[config.mk]
export PLATFORM = sky130hd
export DESIGN_NAME = spmp_region_encoder_flat
export DESIGN_NICKNAME = d
export VERILOG_FILES = /design/src/rtl/spmp_region_encoder_if.sv /design/src/rtl/spmp_region_encoder.sv /design/src/flat_wrapper.sv
export SDC_FILE = /design/constraint.sdc
export NUM_CORES = 1
export LEC_CHECK = 0
export BUFFER_PORTS_ARGS = -buffer_cell sky130_fd_sc_hd__buf_2
export CELL_PAD_IN_SITES_DETAIL_PLACEMENT = 1
export CELL_PAD_IN_SITES_GLOBAL_PLACEMENT = 1
export CORE_UTILIZATION = 37
export DETAILED_ROUTE_END_ITERATION = 6
export PLACE_DENSITY = 0.84
export SLEW_MARGIN = 0
export SYNTH_ARGS = -nofsm -noshare
export SYNTH_HDL_FRONTEND = slang
export SYNTH_SLANG_ARGS = --single-unit
export TNS_END_PERCENT = 20
[constraint.sdc]
create_clock -name clk_i -period 3.8 [get_ports clk_i]
set_input_delay 0.38 -clock clk_i [delete_from_list [all_inputs] [get_ports clk_i]]
set_output_delay 0.38 -clock clk_i [all_outputs]
set_load 0.03 [all_outputs]
[src/rtl/spmp_region_encoder_if.sv]
// rtl/spmp_region_encoder_if.sv - request, CSR-write and response ports of the SPMP region encoder
interface spmp_region_encoder_if #(
    parameter int PLEN       = 56,
    parameter int NR_ENTRIES = 16
);
    localparam int IDXW = $clog2(NR_ENTRIES);

    logic              req_valid_i;
    logic              req_ready_o;
    logic [PLEN-1:0]   req_base_i;
    logic [PLEN-1:0]   req_size_i;
    logic [IDXW:0]     req_idx_i;
    logic [2:0]        req_perm_i;

    logic              csr_wr_valid_o;
    logic              csr_wr_ready_i;
    logic              csr_wr_is_cfg_o;
    logic [IDXW-1:0]   csr_wr_idx_o;
    logic [PLEN-3:0]   csr_wr_data_o;

    logic              rsp_valid_o;
    logic              rsp_ready_i;
    logic              rsp_err_o;
    logic [1:0]        rsp_mode_o;
    logic [1:0]        rsp_entries_o;

    modport slave (
        input  req_valid_i, req_base_i, req_size_i, req_idx_i, req_perm_i,
        output req_ready_o,
        output csr_wr_valid_o, csr_wr_is_cfg_o, csr_wr_idx_o, csr_wr_data_o,
        input  csr_wr_ready_i,
        output rsp_valid_o, rsp_err_o, rsp_mode_o, rsp_entries_o,
        input  rsp_ready_i
    );

    modport master (
        output req_valid_i, req_base_i, req_size_i, req_idx_i, req_perm_i,
        input  req_ready_o,
        input  csr_wr_valid_o, csr_wr_is_cfg_o, csr_wr_idx_o, csr_wr_data_o,
        output csr_wr_ready_i,
        input  rsp_valid_o, rsp_err_o, rsp_mode_o, rsp_entries_o,
        output rsp_ready_i
    );
endinterface

[src/rtl/spmp_region_encoder.sv]
// rtl/spmp_region_encoder.sv - region request to SPMP NA4/NAPOT/TOR CSR writes; TOR fallback under SPMP_REGION_ENC_TOR_EN
module spmp_region_encoder #(
    parameter int PLEN       = 56,
    parameter int NR_ENTRIES = 16
) (
    input  logic                  clk_i,
    input  logic                  rst_ni,
    spmp_region_encoder_if.slave  bus
);
    localparam int IDXW = $clog2(NR_ENTRIES);
    localparam int AW   = PLEN - 2;

    localparam logic [1:0]      MODE_OFF   = 2'd0;
    localparam logic [1:0]      MODE_TOR   = 2'd1;
    localparam logic [1:0]      MODE_NA4   = 2'd2;
    localparam logic [1:0]      MODE_NAPOT = 2'd3;
    localparam logic [IDXW:0]   IDX_LIMIT  = (IDXW+1)'(NR_ENTRIES);
    localparam logic [IDXW-1:0] IDX_ONE    = IDXW'(1);
    localparam logic [PLEN-1:0] SZ_ONE     = PLEN'(1);
    localparam logic [PLEN-1:0] SZ_FOUR    = PLEN'(4);
    localparam logic [PLEN-1:0] SZ_EIGHT   = PLEN'(8);

    typedef enum logic [2:0] {
        S_IDLE     = 3'd0,
        S_CLASSIFY = 3'd1,
`ifdef SPMP_REGION_ENC_TOR_EN
        S_WR_PREV  = 3'd2,
`endif
        S_WR_ADDR  = 3'd3,
        S_WR_CFG   = 3'd4,
        S_RESP     = 3'd5
    } state_t;

    state_t          r_state;
    state_t          w_next_state;

    logic [PLEN-1:0] r_base;
    logic [PLEN-1:0] r_size;
    logic [IDXW:0]   r_idx;
    logic [2:0]      r_perm;
    logic            r_err;
    logic [1:0]      r_mode;
    logic [1:0]      r_entries;
    logic [AW-1:0]   r_addr;

    logic [PLEN-1:0] w_size_m1;
    logic [PLEN-1:0] w_napot_full;
    logic            w_bad;
    logic            w_na4;
    logic            w_napot;
    logic            w_cls_err;
    logic [1:0]      w_cls_mode;
    logic [1:0]      w_cls_entries;
    logic [AW-1:0]   w_cls_addr;
    logic            w_unused;

`ifdef SPMP_REGION_ENC_TOR_EN
    logic [AW-1:0]   r_prev;
    logic            r_use_prev;
    logic [PLEN:0]   w_top;
    logic [AW-1:0]   w_cls_prev;
    logic            w_cls_use_prev;

    assign w_top    = {1'b0, r_base} + {1'b0, r_size};
    assign w_unused = ^{w_top[1:0], w_napot_full[PLEN-1:AW]};
`else
    assign w_unused = ^w_napot_full[PLEN-1:AW];
`endif

    assign w_size_m1    = r_size - SZ_ONE;
    assign w_bad        = (r_size == '0) || (r_base[1:0] != 2'b00) || (r_size[1:0] != 2'b00)
                          || (r_idx >= IDX_LIMIT);
    assign w_na4        = (r_size == SZ_FOUR);
    assign w_napot      = ((r_size & w_size_m1) == '0) && (r_size >= SZ_EIGHT)
                          && ((r_base & w_size_m1) == '0);
    // Size is a power of two here, so OR-ing the low ones never disturbs the aligned base bits.
    assign w_napot_full = {2'b00, r_base[PLEN-1:2]} | ((r_size >> 3) - SZ_ONE);

    always_comb begin
        w_cls_err     = 1'b1;
        w_cls_mode    = MODE_OFF;
        w_cls_entries = 2'd0;
        w_cls_addr    = '0;
`ifdef SPMP_REGION_ENC_TOR_EN
        w_cls_prev     = '0;
        w_cls_use_prev = 1'b0;
`endif
        if (w_bad) begin
            w_cls_err = 1'b1;
        end else if (w_na4) begin
            w_cls_err     = 1'b0;
            w_cls_mode    = MODE_NA4;
            w_cls_entries = 2'd1;
            w_cls_addr    = r_base[PLEN-1:2];
        end else if (w_napot) begin
            w_cls_err     = 1'b0;
            w_cls_mode    = MODE_NAPOT;
            w_cls_entries = 2'd1;
            w_cls_addr    = w_napot_full[AW-1:0];
        end else begin
`ifdef SPMP_REGION_ENC_TOR_EN
            // Entry 0 has an implicit lower bound of zero, so only base 0 can be expressed there.
            if (!w_top[PLEN] && !((r_idx == '0) && (r_base != '0))) begin
                w_cls_err      = 1'b0;
                w_cls_mode     = MODE_TOR;
                w_cls_addr     = w_top[PLEN-1:2];
                w_cls_prev     = r_base[PLEN-1:2];
                w_cls_use_prev = (r_idx != '0);
                w_cls_entries  = (r_idx != '0) ? 2'd2 : 2'd1;
            end
`endif
        end
    end

    always_ff @(posedge clk_i) begin
        if (!rst_ni) begin
            r_state <= S_IDLE;
        end else begin
            r_state <= w_next_state;
        end
    end

    always_comb begin
        w_next_state           = r_state;
        bus.req_ready_o        = 1'b0;
        bus.csr_wr_valid_o     = 1'b0;
        bus.csr_wr_is_cfg_o    = 1'b0;
        bus.csr_wr_idx_o       = '0;
        bus.csr_wr_data_o      = '0;
        bus.rsp_valid_o        = 1'b0;
        bus.rsp_err_o          = 1'b0;
        bus.rsp_mode_o         = MODE_OFF;
        bus.rsp_entries_o      = 2'd0;
        case (r_state)
            S_IDLE: begin
                bus.req_ready_o = 1'b1;
                if (bus.req_valid_i) begin
                    w_next_state = S_CLASSIFY;
                end
            end
            S_CLASSIFY: begin
                if (w_cls_err) begin
                    w_next_state = S_RESP;
`ifdef SPMP_REGION_ENC_TOR_EN
                end else if (w_cls_use_prev) begin
                    w_next_state = S_WR_PREV;
`endif
                end else begin
                    w_next_state = S_WR_ADDR;
                end
            end
`ifdef SPMP_REGION_ENC_TOR_EN
            S_WR_PREV: begin
                bus.csr_wr_valid_o = 1'b1;
                bus.csr_wr_idx_o   = r_idx[IDXW-1:0] - IDX_ONE;
                bus.csr_wr_data_o  = r_prev;
                if (bus.csr_wr_ready_i) begin
                    w_next_state = S_WR_ADDR;
                end
            end
`endif
            S_WR_ADDR: begin
                bus.csr_wr_valid_o = 1'b1;
                bus.csr_wr_idx_o   = r_idx[IDXW-1:0];
                bus.csr_wr_data_o  = r_addr;
                if (bus.csr_wr_ready_i) begin
                    w_next_state = S_WR_CFG;
                end
            end
            S_WR_CFG: begin
                bus.csr_wr_valid_o  = 1'b1;
                bus.csr_wr_is_cfg_o = 1'b1;
                bus.csr_wr_idx_o    = r_idx[IDXW-1:0];
                bus.csr_wr_data_o   = {{(AW-8){1'b0}}, 3'b000, r_mode, r_perm};
                if (bus.csr_wr_ready_i) begin
                    w_next_state = S_RESP;
                end
            end
            S_RESP: begin
                bus.rsp_valid_o   = 1'b1;
                bus.rsp_err_o     = r_err;
                bus.rsp_mode_o    = r_mode;
                bus.rsp_entries_o = r_entries;
                if (bus.rsp_ready_i) begin
                    w_next_state = S_IDLE;
                end
            end
            default: begin
                w_next_state = S_IDLE;
            end
        endcase
    end

    always_ff @(posedge clk_i) begin
        if (!rst_ni) begin
            r_base    <= '0;
            r_size    <= '0;
            r_idx     <= '0;
            r_perm    <= '0;
            r_err     <= 1'b0;
            r_mode    <= MODE_OFF;
            r_entries <= 2'd0;
            r_addr    <= '0;
`ifdef SPMP_REGION_ENC_TOR_EN
            r_prev     <= '0;
            r_use_prev <= 1'b0;
`endif
        end else begin
            if ((r_state == S_IDLE) && bus.req_valid_i) begin
                r_base <= bus.req_base_i;
                r_size <= bus.req_size_i;
                r_idx  <= bus.req_idx_i;
                r_perm <= bus.req_perm_i;
            end
            if (r_state == S_CLASSIFY) begin
                r_err     <= w_cls_err;
                r_mode    <= w_cls_mode;
                r_entries <= w_cls_entries;
                r_addr    <= w_cls_addr;
`ifdef SPMP_REGION_ENC_TOR_EN
                r_prev     <= w_cls_prev;
                r_use_prev <= w_cls_use_prev;
`endif
            end
        end
    end
endmodule

[src/flat_wrapper.sv]
// flat-port wrapper written by rule: the top's interface ports become plain ports
module spmp_region_encoder_flat 
#(
    parameter int PLEN       = 56,
    parameter int NR_ENTRIES = 16
)
  (clk_i, rst_ni, bus_req_valid_i, bus_req_base_i, bus_req_size_i, bus_req_idx_i, bus_req_perm_i, bus_req_ready_o, bus_csr_wr_valid_o, bus_csr_wr_is_cfg_o, bus_csr_wr_idx_o, bus_csr_wr_data_o, bus_csr_wr_ready_i, bus_rsp_valid_o, bus_rsp_err_o, bus_rsp_mode_o, bus_rsp_entries_o, bus_rsp_ready_i);
  spmp_region_encoder_if #(.PLEN(PLEN), .NR_ENTRIES(NR_ENTRIES)) bus_i ();
  input  logic clk_i;
  input  logic rst_ni;
  input wire logic [$bits(bus_i.req_valid_i)-1:0] bus_req_valid_i;
  input wire logic [$bits(bus_i.req_base_i)-1:0] bus_req_base_i;
  input wire logic [$bits(bus_i.req_size_i)-1:0] bus_req_size_i;
  input wire logic [$bits(bus_i.req_idx_i)-1:0] bus_req_idx_i;
  input wire logic [$bits(bus_i.req_perm_i)-1:0] bus_req_perm_i;
  output wire logic [$bits(bus_i.req_ready_o)-1:0] bus_req_ready_o;
  output wire logic [$bits(bus_i.csr_wr_valid_o)-1:0] bus_csr_wr_valid_o;
  output wire logic [$bits(bus_i.csr_wr_is_cfg_o)-1:0] bus_csr_wr_is_cfg_o;
  output wire logic [$bits(bus_i.csr_wr_idx_o)-1:0] bus_csr_wr_idx_o;
  output wire logic [$bits(bus_i.csr_wr_data_o)-1:0] bus_csr_wr_data_o;
  input wire logic [$bits(bus_i.csr_wr_ready_i)-1:0] bus_csr_wr_ready_i;
  output wire logic [$bits(bus_i.rsp_valid_o)-1:0] bus_rsp_valid_o;
  output wire logic [$bits(bus_i.rsp_err_o)-1:0] bus_rsp_err_o;
  output wire logic [$bits(bus_i.rsp_mode_o)-1:0] bus_rsp_mode_o;
  output wire logic [$bits(bus_i.rsp_entries_o)-1:0] bus_rsp_entries_o;
  input wire logic [$bits(bus_i.rsp_ready_i)-1:0] bus_rsp_ready_i;
  assign bus_i.req_valid_i = bus_req_valid_i;
  assign bus_i.req_base_i = bus_req_base_i;
  assign bus_i.req_size_i = bus_req_size_i;
  assign bus_i.req_idx_i = bus_req_idx_i;
  assign bus_i.req_perm_i = bus_req_perm_i;
  assign bus_req_ready_o = bus_i.req_ready_o;
  assign bus_csr_wr_valid_o = bus_i.csr_wr_valid_o;
  assign bus_csr_wr_is_cfg_o = bus_i.csr_wr_is_cfg_o;
  assign bus_csr_wr_idx_o = bus_i.csr_wr_idx_o;
  assign bus_csr_wr_data_o = bus_i.csr_wr_data_o;
  assign bus_i.csr_wr_ready_i = bus_csr_wr_ready_i;
  assign bus_rsp_valid_o = bus_i.rsp_valid_o;
  assign bus_rsp_err_o = bus_i.rsp_err_o;
  assign bus_rsp_mode_o = bus_i.rsp_mode_o;
  assign bus_rsp_entries_o = bus_i.rsp_entries_o;
  assign bus_i.rsp_ready_i = bus_rsp_ready_i;
  spmp_region_encoder #(.PLEN(PLEN), .NR_ENTRIES(NR_ENTRIES)) u_core (.clk_i(clk_i), .rst_ni(rst_ni), .bus(bus_i));
endmodule
==> Flow_metrics.wiki <==
{| class="wikitable"
! Metric !! Value
|-
| Total of buffers placed on input and output ports || 190
|-
| Share of cells above drive strength 1 || 26.73%
|-
| P per Cell Area || 426.9 mW/mm2
|-
| Final Critical Period || 3.811 ns
|-
| Post-route DRC violation count || 36
|-
| Maximum clock insertion buffer count || 2
|-
| Async set or reset register ratio after synthesis || 0%
|-
| Count of warnings emitted by yosys || 0
|-
| Width of the die || 165.5 um
|-
| CTS tree || built
|-
| Nets in the synthesized netlist || 1461
|-
| Share of the yosys chip area belonging to registers || 36.44%
|-
| Total number of placement rows || 59
|-
| Worst IR drop on VDD || 0.2893 mV
|-
| Final setup skew || 0.01283 ns
|-
| Antenna Diode Count || 0
|-
| Switching share of power || 34.73%
|-
| Reported max-cap violation count || 0
|-
| Clock Pin Slew Worst Setup and Hold Paths || 0.08 ns
|-
| Final Wtd Congestion || 0.9490
|-
| Total grt overflow || 0
|-
| Overall die area || 0.02739 mm2
|-
| Number of vias per cell after detailed routing || 5.425
|-
| Mapped Cells || 1279
|-
| Critical path capture point type || flip-flop
|-
| Initial core utilization || 37.84%
|-
| Routed WL per cell || 20.83 um
|-
| Post-synth EDFFs || 0
|-
| Syn Area/Cell || 7.732 um2
|-
| Core box area || 0.02613 mm2
|-
| Number of filler instances in the final layout || 3261
|-
| Top Ports || 192
|-
| Cells taking the most area after synthesis || sky130_fd_sc_hd__dfxtp_1 36%, sky130_fd_sc_hd__nand2_1 13%, sky130_fd_sc_hd__a21boi_0 9.2%
|-
| Count of non-filler cells in the finished layout || 1869
|-
| TritonCTS buffer count || 17
|-
| GRT Overall Usage || 28.18%
|-
| Final HPWL from detailed placement || 29210 um
|-
| Compound-Gate Fraction of Synth Area || 17.50%
|-
| Antenna violations before repair || 0
|-
| Share of total power in the clock network || 32.3%
|-
| Most frequently used flop master after synthesis || sky130_fd_sc_hd__dfxtp_1
|-
| Clock sink count || 180
|-
| Cell chosen for the clock root || sky130_fd_sc_hd__clkbuf_16
|-
| Fraction of the mapped netlist area in simple logic gates || 29.26%
|-
| Final Slew Violations || 0
|-
| Max-slew headroom || 14.90%
|-
| Top-area cell type share of the netlist area || 36.44%
|-
| Post-DRT Antenna Nets || 0
|-
| Number of cells in the design after placement || 1828
|-
| Sequential cell area || 0.003608 mm2
|-
| Xor and xnor fraction of the mapped netlist area || 4.428%
|-
| Synthesis-stage register bit count || 180
|-
| Proportion of synthesized area in mux cells || 0.1012%
|-
| Final Hold Slack || 0.1716 ns
|-
| Final Hold Violating Endpoints || 0
|-
| Category of the most critical setup path || reg -> reg
|-
| Vias in the first global route || 10040
|-
| Via count of the routed design || 10140
|-
| Die H || 165.5 um
|-
| Total area of multi-input combinational cells || 0.006240 mm2
|-
| F_max || 262.4 MHz
|-
| Req. time, crit path || 4.17 ns
|-
| Cell variety after synth || 54
|-
| Comb pwr share || 29.4%
|-
| Violation count after the first detailed-routing iteration || 746
|-
| Combinational family with the most area after synthesis || simple AND/OR/NAND/NOR gates
|-
| Post-CTS Hold Buffers || 0
|-
| Drt first pass iters || 7
|-
| Part of the power in registers || 38.3%
|-
| Area growth from synthesis to layout || 30.11%
|-
| Switching power || 1.908 mW
|-
| Area of all placed cells without fillers || 0.01287 mm2
|-
| CP Max Fanout || 16
|-
| Violated checks || design-rule violations, negative setup slack
|-
| Leak || 5.587 nW
|-
| Nets || 1704
|-
| Total number of H-tree levels || 4
|-
| Wire length of the first global-routing pass || 57440 um
|-
| Final Cycle Share || 100.3%
|-
| Status || finished with violations
|-
| RSZ-0062 raised after global routing || yes
|-
| Type of the most critical hold path || in -> reg
|-
| Netlist Area Pre-Place || 0.009889 mm2
|-
| Total detailed-routing wirelength || 38930 um
|-
| Slew at the pin with the worst max-slew slack || 1.274 ns
|-
| CP Data Arrival Time || 4.18 ns
|-
| Final core occ || 49.24%
|-
| Clock Latency Late Sink || 0.45 ns
|-
| Final Setup Violations || 4
|-
| Worst setup SP type || flip-flop
|-
| Pin count of the biggest net entering global routing || 94
|-
| Placed standard-cell area || 0.01174 mm2
|-
| Synthesized-area fraction occupied by adder cells || 7.212%
|-
| Min setup slack post-route || -0.01135 ns
|-
| Internal power summed over all cells || 3.585 mW
|-
| Cell type with the highest aggregate area in the netlist || sky130_fd_sc_hd__dfxtp_1
|}
-- power by group through the flow --
stage | combinational, mW | sequential, mW | clock, mW
after CTS | 1.47 | 2.10 | 1.78
final | 1.62 | 2.10 | 1.77
after floorplan | 0.781 | 2.11 | 0
after detailed placement | 1.42 | 2.14 | 0
after global placement | 1.39 | 2.13 | 0
after global routing | 1.73 | 2.11 | 1.87
-- sequential cells by signal, indices dropped and copies added (netlist names) --
signal	cells
u_core.r_addr	54
u_core.r_base	56
u_core.r_entries	1
u_core.r_err	1
u_core.r_idx	5
u_core.r_mode	1
u_core.r_perm	3
u_core.r_size	56
u_core.r_state	3
-- Yosys cell counts, types with 14 or more instances --
cell                       number
sky130_fd_sc_hd__nand2b_1      28
sky130_fd_sc_hd__dfxtp_1      180
sky130_fd_sc_hd__nand2_1      346
sky130_fd_sc_hd__clkbuf_1      68
sky130_fd_sc_hd__and3_1        55
sky130_fd_sc_hd__a21oi_1       54
sky130_fd_sc_hd__nand3_1       25
sky130_fd_sc_hd__inv_1         43
sky130_fd_sc_hd__nor4_1        28
sky130_fd_sc_hd__xnor2_1       29
sky130_fd_sc_hd__ha_1          57
sky130_fd_sc_hd__a21boi_0     121
sky130_fd_sc_hd__nor3_1        18
sky130_fd_sc_hd__nor2_1        37
sky130_fd_sc_hd__nor2b_1       14
sky130_fd_sc_hd__o21ai_1       52
sky130_fd_sc_hd__xor2_1        21
-- final cells by class --
cell class / count / area share, %
flip-flops and latches: 180 / 28.04
multi-input cells: 979 / 48.49
clock inverters: 12 / 0.9335
well taps: 335 / 3.257
repair buffers: 301 / 14.58
clock buffers: 19 / 3.442
inverters: 43 / 1.254
-- path summary, 6_finish.rpt --
kind         cells after the start  slack (ns)               start           endpoint
max                             18       -0.01    u_core.r_size[3]  u_core.r_addr[28]
min                              3        0.17  bus_req_base_i[48]  u_core.r_base[48]
max reg2reg                     18       -0.01    u_core.r_size[3]  u_core.r_addr[28]
min reg2reg                      2        0.45   u_core.r_addr[34]  u_core.r_addr[34]
-- routing by layer --
layer	GRT usage [%]	up-vias	routed length [um]
li1	-	4833	-
met1	38.65	4913	18580
met2	44.13	338	17250
met3	6.069	55	2330
met4	8.058	0	767
met5	0	-	0
-- stage by stage --
stage / TNS, ns / total power [mW] / setup WS, ns
floorplan: 0 / 2.887 / 0.07575
detailed placement: -10.39 / 3.555 / -0.2418
global route: -5.468 / 5.714 / -0.1548
CTS: -0.0006288 / 5.344 / -0.0006288
global placement: -7.473 / 3.518 / -0.1438
finish: -0.02040 / 5.493 / -0.01135
-- critical path: stages, from the launching register on --
cell and delay (ns):
sky130_fd_sc_hd__dfxtp_2 0.35, sky130_fd_sc_hd__inv_1 0.10, sky130_fd_sc_hd__ha_2 0.20, sky130_fd_sc_hd__nor3b_4 0.24, sky130_fd_sc_hd__and4_4 0.29, sky130_fd_sc_hd__buf_12 0.13, sky130_fd_sc_hd__nand2_1 0.09, sky130_fd_sc_hd__nor2_2 0.16
sky130_fd_sc_hd__buf_4 0.15, sky130_fd_sc_hd__nand2_1 0.06, sky130_fd_sc_hd__ha_1 0.28, sky130_fd_sc_hd__nand2b_1 0.11, sky130_fd_sc_hd__o2111ai_2 0.16, sky130_fd_sc_hd__nor4_2 0.29, sky130_fd_sc_hd__nand4_1 0.22, sky130_fd_sc_hd__o31ai_4 0.30
sky130_fd_sc_hd__nand3_4 0.22, sky130_fd_sc_hd__clkbuf_16 0.24, sky130_fd_sc_hd__o21ai_1 0.14
-- layout by cell type, fill, tap and decap left out, types with 6 or more instances in the layout --
cell	instances
sky130_fd_sc_hd__o22ai_1	10
sky130_fd_sc_hd__buf_2	190
sky130_fd_sc_hd__xnor2_1	29
sky130_fd_sc_hd__inv_1	43
sky130_fd_sc_hd__nor3_1	14
sky130_fd_sc_hd__nor4_4	7
sky130_fd_sc_hd__nor4_2	11
sky130_fd_sc_hd__nand2b_1	27
sky130_fd_sc_hd__ha_1	54
sky130_fd_sc_hd__nand2_1	345
sky130_fd_sc_hd__o21ai_2	15
sky130_fd_sc_hd__inv_6	6
sky130_fd_sc_hd__clkbuf_16	19
sky130_fd_sc_hd__nor2_1	32
sky130_fd_sc_hd__dfxtp_1	176
sky130_fd_sc_hd__a21oi_1	54
sky130_fd_sc_hd__nand4_1	11
sky130_fd_sc_hd__a21boi_0	121
sky130_fd_sc_hd__nor2b_1	12
sky130_fd_sc_hd__nand3_1	21
sky130_fd_sc_hd__and3_1	54
sky130_fd_sc_hd__o21ai_1	39
sky130_fd_sc_hd__buf_4	101
sky130_fd_sc_hd__xor2_1	21
sky130_fd_sc_hd__nor4_1	13
-- kinds of logic after synthesis --
group | Yosys count
DFF | 180
other | 1
adders and majority gates | 57
xor gates and xnor gates | 50
AOI/OAI and AO/OA | 264
muxes | 1
and+or+nand+nor | 606
buffers and inverters | 120
-- timing repair --
| item | CTS | global route |
|---|---|---|
| endpoints found under the hold margin | 0 | 0 |
| gates resized for setup | 24 | 71 |
| setup buffers | 1 | 9 |
| gates cloned | 0 | 2 |
| pin swaps | 7 | 21 |
| setup endpoints to repair | 58 | 59 |
No activity file was read; power rests on OpenSTA's default activity.
